`config.mk`:
```
export PLATFORM = sky130hd
export DESIGN_NAME = coin_change_payout
export DESIGN_NICKNAME = d
export VERILOG_FILES = /design/src/rtl/coffee_pkg.sv /design/src/rtl/coin_stock_counter.sv /design/src/rtl/coin_change_payout.sv
export SDC_FILE = /design/constraint.sdc
export NUM_CORES = 1
export LEC_CHECK = 0
export CAP_MARGIN = 20
export CORE_MARGIN = 2
export CORE_UTILIZATION = 29
export DETAILED_ROUTE_END_ITERATION = 8
export PLACE_DENSITY = 0.54
export SLEW_MARGIN = 20
export SYNTH_ARGS = -nofsm -noshare
export SYNTH_HDL_FRONTEND = slang
export SYNTH_HIERARCHICAL = 1
export SYNTH_SLANG_ARGS = --single-unit
```
`constraint.sdc`:
```
create_clock -name clk -period 3.8 [get_ports clk]
set_clock_uncertainty 0.15 [all_clocks]
set_input_delay 0.38 -clock clk [delete_from_list [all_inputs] [get_ports clk]]
set_output_delay 0.38 -clock clk [all_outputs]
set_load 0.03 [all_outputs]
```
`src/rtl/coffee_pkg.sv`:
```
// Shared coffee-machine definitions: coin encodings, coin value decode, payout FSM states.
package coffee_pkg;

  localparam int unsigned COIN_W = 2;
  localparam int unsigned AMT_W  = 4;

  localparam logic [COIN_W-1:0] COIN_NONE = 2'b00;
  localparam logic [COIN_W-1:0] COIN_1    = 2'b01;
  localparam logic [COIN_W-1:0] COIN_2    = 2'b10;
  localparam logic [COIN_W-1:0] COIN_3    = 2'b11;

  typedef enum logic [2:0] {
    ST_IDLE,
    ST_SELECT,
    ST_ISSUE,
    ST_DONE,
    ST_FAULT
  } payout_state_e;

  function automatic logic [AMT_W-1:0] coin_value(input logic [COIN_W-1:0] coin);
    case (coin)
      COIN_1:  return AMT_W'(1);
      COIN_2:  return AMT_W'(2);
      COIN_3:  return AMT_W'(3);
      default: return AMT_W'(0);
    endcase
  endfunction

endpackage

```
`src/rtl/coin_stock_counter.sv`:
```
// Per-denomination coin stock: saturating increment, decrement, inc+dec holds.
module coin_stock_counter #(
  parameter int unsigned STOCK_W    = 4,
  parameter int unsigned INIT_STOCK = 4
) (
  input  logic               clk,
  input  logic               reset,
  input  logic               inc_i,
  input  logic               dec_i,
  output logic [STOCK_W-1:0] count_o
);

  localparam logic [STOCK_W-1:0] STOCK_MAX = '1;

  logic [STOCK_W-1:0] count_q, count_d;

  always_comb begin
    count_d = count_q;
    if (inc_i && !dec_i && (count_q != STOCK_MAX)) begin
      count_d = count_q + STOCK_W'(1);
    end else if (dec_i && !inc_i) begin
      count_d = count_q - STOCK_W'(1);
    end
  end

  always_ff @(posedge clk or posedge reset) begin
    if (reset) count_q <= STOCK_W'(INIT_STOCK);
    else       count_q <= count_d;
  end

  assign count_o = count_q;

endmodule

```
`src/rtl/coin_change_payout.sv`:
```
// Pays a change amount out as coins, largest denomination first, one coin per
// valid/ack handshake, reporting done or a stock shortfall.
module coin_change_payout
  import coffee_pkg::*;
#(
  parameter int unsigned STOCK_W    = 4,
  parameter int unsigned INIT_STOCK = 4
) (
  input  logic               clk,
  input  logic               reset,
  input  logic               req_valid,
  input  logic [AMT_W-1:0]   req_amount,
  output logic               req_ready,
  output logic [COIN_W-1:0]  coin_out,
  output logic               coin_valid,
  input  logic               coin_ack,
  output logic               done,
  output logic               fault,
  output logic [AMT_W-1:0]   short_amt,
  input  logic               refill_valid,
  input  logic [COIN_W-1:0]  refill_denom,
  output logic [STOCK_W-1:0] stock1,
  output logic [STOCK_W-1:0] stock2,
  output logic [STOCK_W-1:0] stock3
);

  payout_state_e     state_q, state_d;
  logic [AMT_W-1:0]  remaining_q, remaining_d;
  logic [COIN_W-1:0] coin_q, coin_d;
  logic              coin_valid_q, done_q, fault_q, req_ready_q;
  logic [2:0]        inc, dec;

  assign inc[0] = refill_valid && (refill_denom == COIN_1);
  assign inc[1] = refill_valid && (refill_denom == COIN_2);
  assign inc[2] = refill_valid && (refill_denom == COIN_3);

  always_comb begin
    state_d     = state_q;
    remaining_d = remaining_q;
    coin_d      = coin_q;
    dec         = 3'b000;
    case (state_q)
      ST_IDLE: begin
        if (req_valid) begin
          if (req_amount == AMT_W'(0)) begin
            remaining_d = AMT_W'(0);
            state_d     = ST_DONE;
          end else begin
            remaining_d = req_amount;
            state_d     = ST_SELECT;
          end
        end
      end
      // Greedy pick; no backtracking even if another combination would fit.
      ST_SELECT: begin
        state_d = ST_ISSUE;
        if ((stock3 != '0) && (remaining_q >= AMT_W'(3)))      coin_d = COIN_3;
        else if ((stock2 != '0) && (remaining_q >= AMT_W'(2))) coin_d = COIN_2;
        else if ((stock1 != '0) && (remaining_q >= AMT_W'(1))) coin_d = COIN_1;
        else                                                    state_d = ST_FAULT;
      end
      ST_ISSUE: begin
        if (coin_ack) begin
          remaining_d = remaining_q - coin_value(coin_q);
          coin_d      = COIN_NONE;
          case (coin_q)
            COIN_1:  dec = 3'b001;
            COIN_2:  dec = 3'b010;
            COIN_3:  dec = 3'b100;
            default: dec = 3'b000;
          endcase
          state_d = (remaining_d == AMT_W'(0)) ? ST_DONE : ST_SELECT;
        end
      end
      ST_DONE: state_d = ST_IDLE;
      ST_FAULT: begin
        remaining_d = AMT_W'(0);
        state_d     = ST_IDLE;
      end
      default: state_d = ST_IDLE;
    endcase
  end

  // Status flags are registered from the next state so they track state_q exactly.
  always_ff @(posedge clk or posedge reset) begin
    if (reset) begin
      state_q      <= ST_IDLE;
      remaining_q  <= '0;
      coin_q       <= COIN_NONE;
      coin_valid_q <= 1'b0;
      done_q       <= 1'b0;
      fault_q      <= 1'b0;
      req_ready_q  <= 1'b1;
    end else begin
      state_q      <= state_d;
      remaining_q  <= remaining_d;
      coin_q       <= coin_d;
      coin_valid_q <= (state_d == ST_ISSUE);
      done_q       <= (state_d == ST_DONE);
      fault_q      <= (state_d == ST_FAULT);
      req_ready_q  <= (state_d == ST_IDLE);
    end
  end

  coin_stock_counter #(.STOCK_W(STOCK_W), .INIT_STOCK(INIT_STOCK)) u_stock1 (
    .clk(clk), .reset(reset), .inc_i(inc[0]), .dec_i(dec[0]), .count_o(stock1)
  );
  coin_stock_counter #(.STOCK_W(STOCK_W), .INIT_STOCK(INIT_STOCK)) u_stock2 (
    .clk(clk), .reset(reset), .inc_i(inc[1]), .dec_i(dec[1]), .count_o(stock2)
  );
  coin_stock_counter #(.STOCK_W(STOCK_W), .INIT_STOCK(INIT_STOCK)) u_stock3 (
    .clk(clk), .reset(reset), .inc_i(inc[2]), .dec_i(dec[2]), .count_o(stock3)
  );

  assign coin_out   = coin_q;
  assign coin_valid = coin_valid_q;
  assign done       = done_q;
  assign fault      = fault_q;
  assign req_ready  = req_ready_q;
  assign short_amt  = remaining_q;

endmodule

```
==> flow_summary.ini <==
[detailed_routing]
vias_per_cell = 4.78
wl_mm = 3.29
top_layer = met4
ant_nets = 0
drc_errors = 0
met2WireLength_mm = 1.59
drtIter0Drc = 65
wl_per_cell_um = 13.2
num_vias = 1194
drtPass1Iterations = 4
wl_met1_mm = 1.52
wl_met3_um = 127

[yosys]
netlist_top_cells_count = 21 x dfrtp_1, 10 x inv_1, 10 x nand2_1
synth.avg_cell_area_um2 = 10.8
synthCells = 146
ys_warn_count = 6
ys_ff_latch = 25
yosys-top-cells-area = dfrtp_1 33%, dfstp_2 6.7%, mux2_4 6.7%, ha_1 6.4%, fa_1 5.1%
netlist.area_leader.share_pct = 33.4
syn_nets = 169
synth-edff-count = 0
syn_area_um2 = 1570
synth_most_common_cell = dfrtp_1
synthArstFlopShare_pct = 100
synthDistinctLibCells = 36
ys_seq_area_share_pct = 40.1
yosysTopAreaCell = dfrtp_1
ys.flop_type = dfrtp_1

[setup_path]
r2r_setup_slack_ps = 1170
cp-start-kind = flop
r2r_start = state_q[2]
r2r-end = u_stock2/count_o[3]
worst-setup-path-type = reg -> reg
path_max_fanout = 7
r2r_cells = 10
crit_start = state_q[2]
crit_path_end = u_stock2/count_o[3]
worst_ep_arrival_time_ps = 2660
critPathCaptureType = flop
worstPathRequired_ps = 3840

[place]
dp_hpwl_mm = 2.73
numPlacedInstances = 246
place_congestion = 0.895
io_buffers = 32

[clock_tree]
cts_tree = built
htreeDepth = 1
clock_latency_ps = 260
holdBufCountCts = 0
cts_inserted_buffers = 3
path_clk_slew_ps = 90
cts_resized = 0
clk_path_buf_depth = 2
clkSinkCount = 25
post_cts_buffers = 0
clockRootBuffer = clkbuf_8

[floorplanning]
num_rows = 26
core_area_um2 = 5170
fp.dieW_um = 77.6
io_pins = 33
initial_utilization_pct = 30.4
die_h_um = 77.6
die_area_um2 = 6020

[power_and_ir_drop]
power_mw = 1.88
max-vdd-ir-drop_mv = 0.346
p_leak_nw = 0.900
powerDensity_nw_per_um2 = 933

[global_route]
grt_pass1_wl_mm = 5.51
grt_max_degree = 14
grt_pass1_vias = 1187
gr-total-overflow = 0
antenna_found_initial = 0
track_usage_pct = 11.3

[layout]
antenna_cells = 0
nets = 204
area_delta_synth_final_pct = 28.3
drive_above_1_share_pct = 13.3
finalNonFillerCells = 250

[sta]
slew_headroom_pct = 64.6
period_minus_slack_ps = 2630
hold_viol = 0
fin_tns_setup_ps = 0
setup_viol = 0
drv_slew = 0
worst_pin_slew_ps = 531
grt_setup_unrepaired = no
fmaxAchievable_mhz = 381
period_share_pct = 69.1

[outcome]
status = completed

[flow_run]
drv_cap = 0

[min_path]
hold_class = in -> async
-- metrics by stage --
stage,util (%),setup slack [ps],area (um2),hold slack [ps]
finish,39.0,1170,2020,284
global route,39.0,910,2020,286
CTS,39.0,1160,2020,286
detailed placement,38.1,1050,1970,378
global placement,38.1,1050,1970,363
floorplan,-,1490,1570,-4.64
-- worst min path at each step --
stage                         from             endpoint  slack (ps)  depth (start not counted)
2_1_floorplan                reset  u_stock1/count_o[0]          -5                          1
3_3_place_gp   u_stock3/count_o[3]  u_stock3/count_o[3]         360                          1
3_5_place_dp   u_stock3/count_o[3]  u_stock3/count_o[3]         380                          1
4_1_cts                      reset  u_stock3/count_o[0]         290                          2
5_1_grt                      reset  u_stock2/count_o[1]         290                          2
6_report                     reset  u_stock3/count_o[3]         280                          2
-- sequential cells by signal (all words and copies together) (netlist names) --
name,cells
done,1
u_stock2/count_o,4
coin_out,2
fault,1
coin_valid,1
short_amt,4
u_stock1/count_o,4
req_ready,1
u_stock3/count_o,4
state_q,3
-- metal layers --
| metal | vias to the layer above | GRT usage (%) |
|---|---|---|
| met5 | - | 0 |
| met4 | 0 | 5.18 |
| met3 | 4 | 1.51 |
| met2 | 38 | 18.7 |
| met1 | 568 | 14.7 |
| li1 | 584 | - |
-- cell type report --
cell class / instances / area [um2]
Clock buffer: 4 / 45.0
Tap cell: 70 / 87.6
Sequential cell: 25 / 631
Timing Repair Buffer: 32 / 320
Fill cell: 500 / 3160
Inverter: 11 / 41.3
Multi-Input combinational cell: 108 / 892
-- power by group --
part	total (mW)	internal, mW	switching [mW]
clock network	0.155	0.0749	0.0801
logic	1.14	0.541	0.600
registers	0.585	0.409	0.177
total	1.88	1.02	0.857
-- cells in the final DEF (no fill, tap or decap), types with 4 or more instances in the layout --
master / n
nor3_1: 4
dfstp_2: 4
a21oi_1: 7
a21o_1: 4
inv_1: 10
mux2_4: 7
nand2_1: 10
ha_1: 8
nor2_1: 8
clkdlybuf4s50_1: 32
fa_1: 4
xnor2_1: 5
nor4_1: 4
dfrtp_1: 21
mux2i_1: 5
xor2_1: 7
-- cell families after synthesis --
kind of cell    synth area share [%]
compound gates                  9.55
xor+xnor                        6.69
mux                             9.87
flops                           40.1
simple gates                    19.2
buf+inv                         3.11
fa+ha+maj                       11.5
-- worst max-delay path: stages (launching register included) --
cell,delay [ps]
dfrtp_1,430
nor2_1,130
and2_1,210
nand2_1,170
nor3_1,220
nand3b_2,220
ha_1,250
a21o_1,180
a21oi_1,180
mux2i_1,260
xor2_1,160
Power figures use the tool's default switching activity.
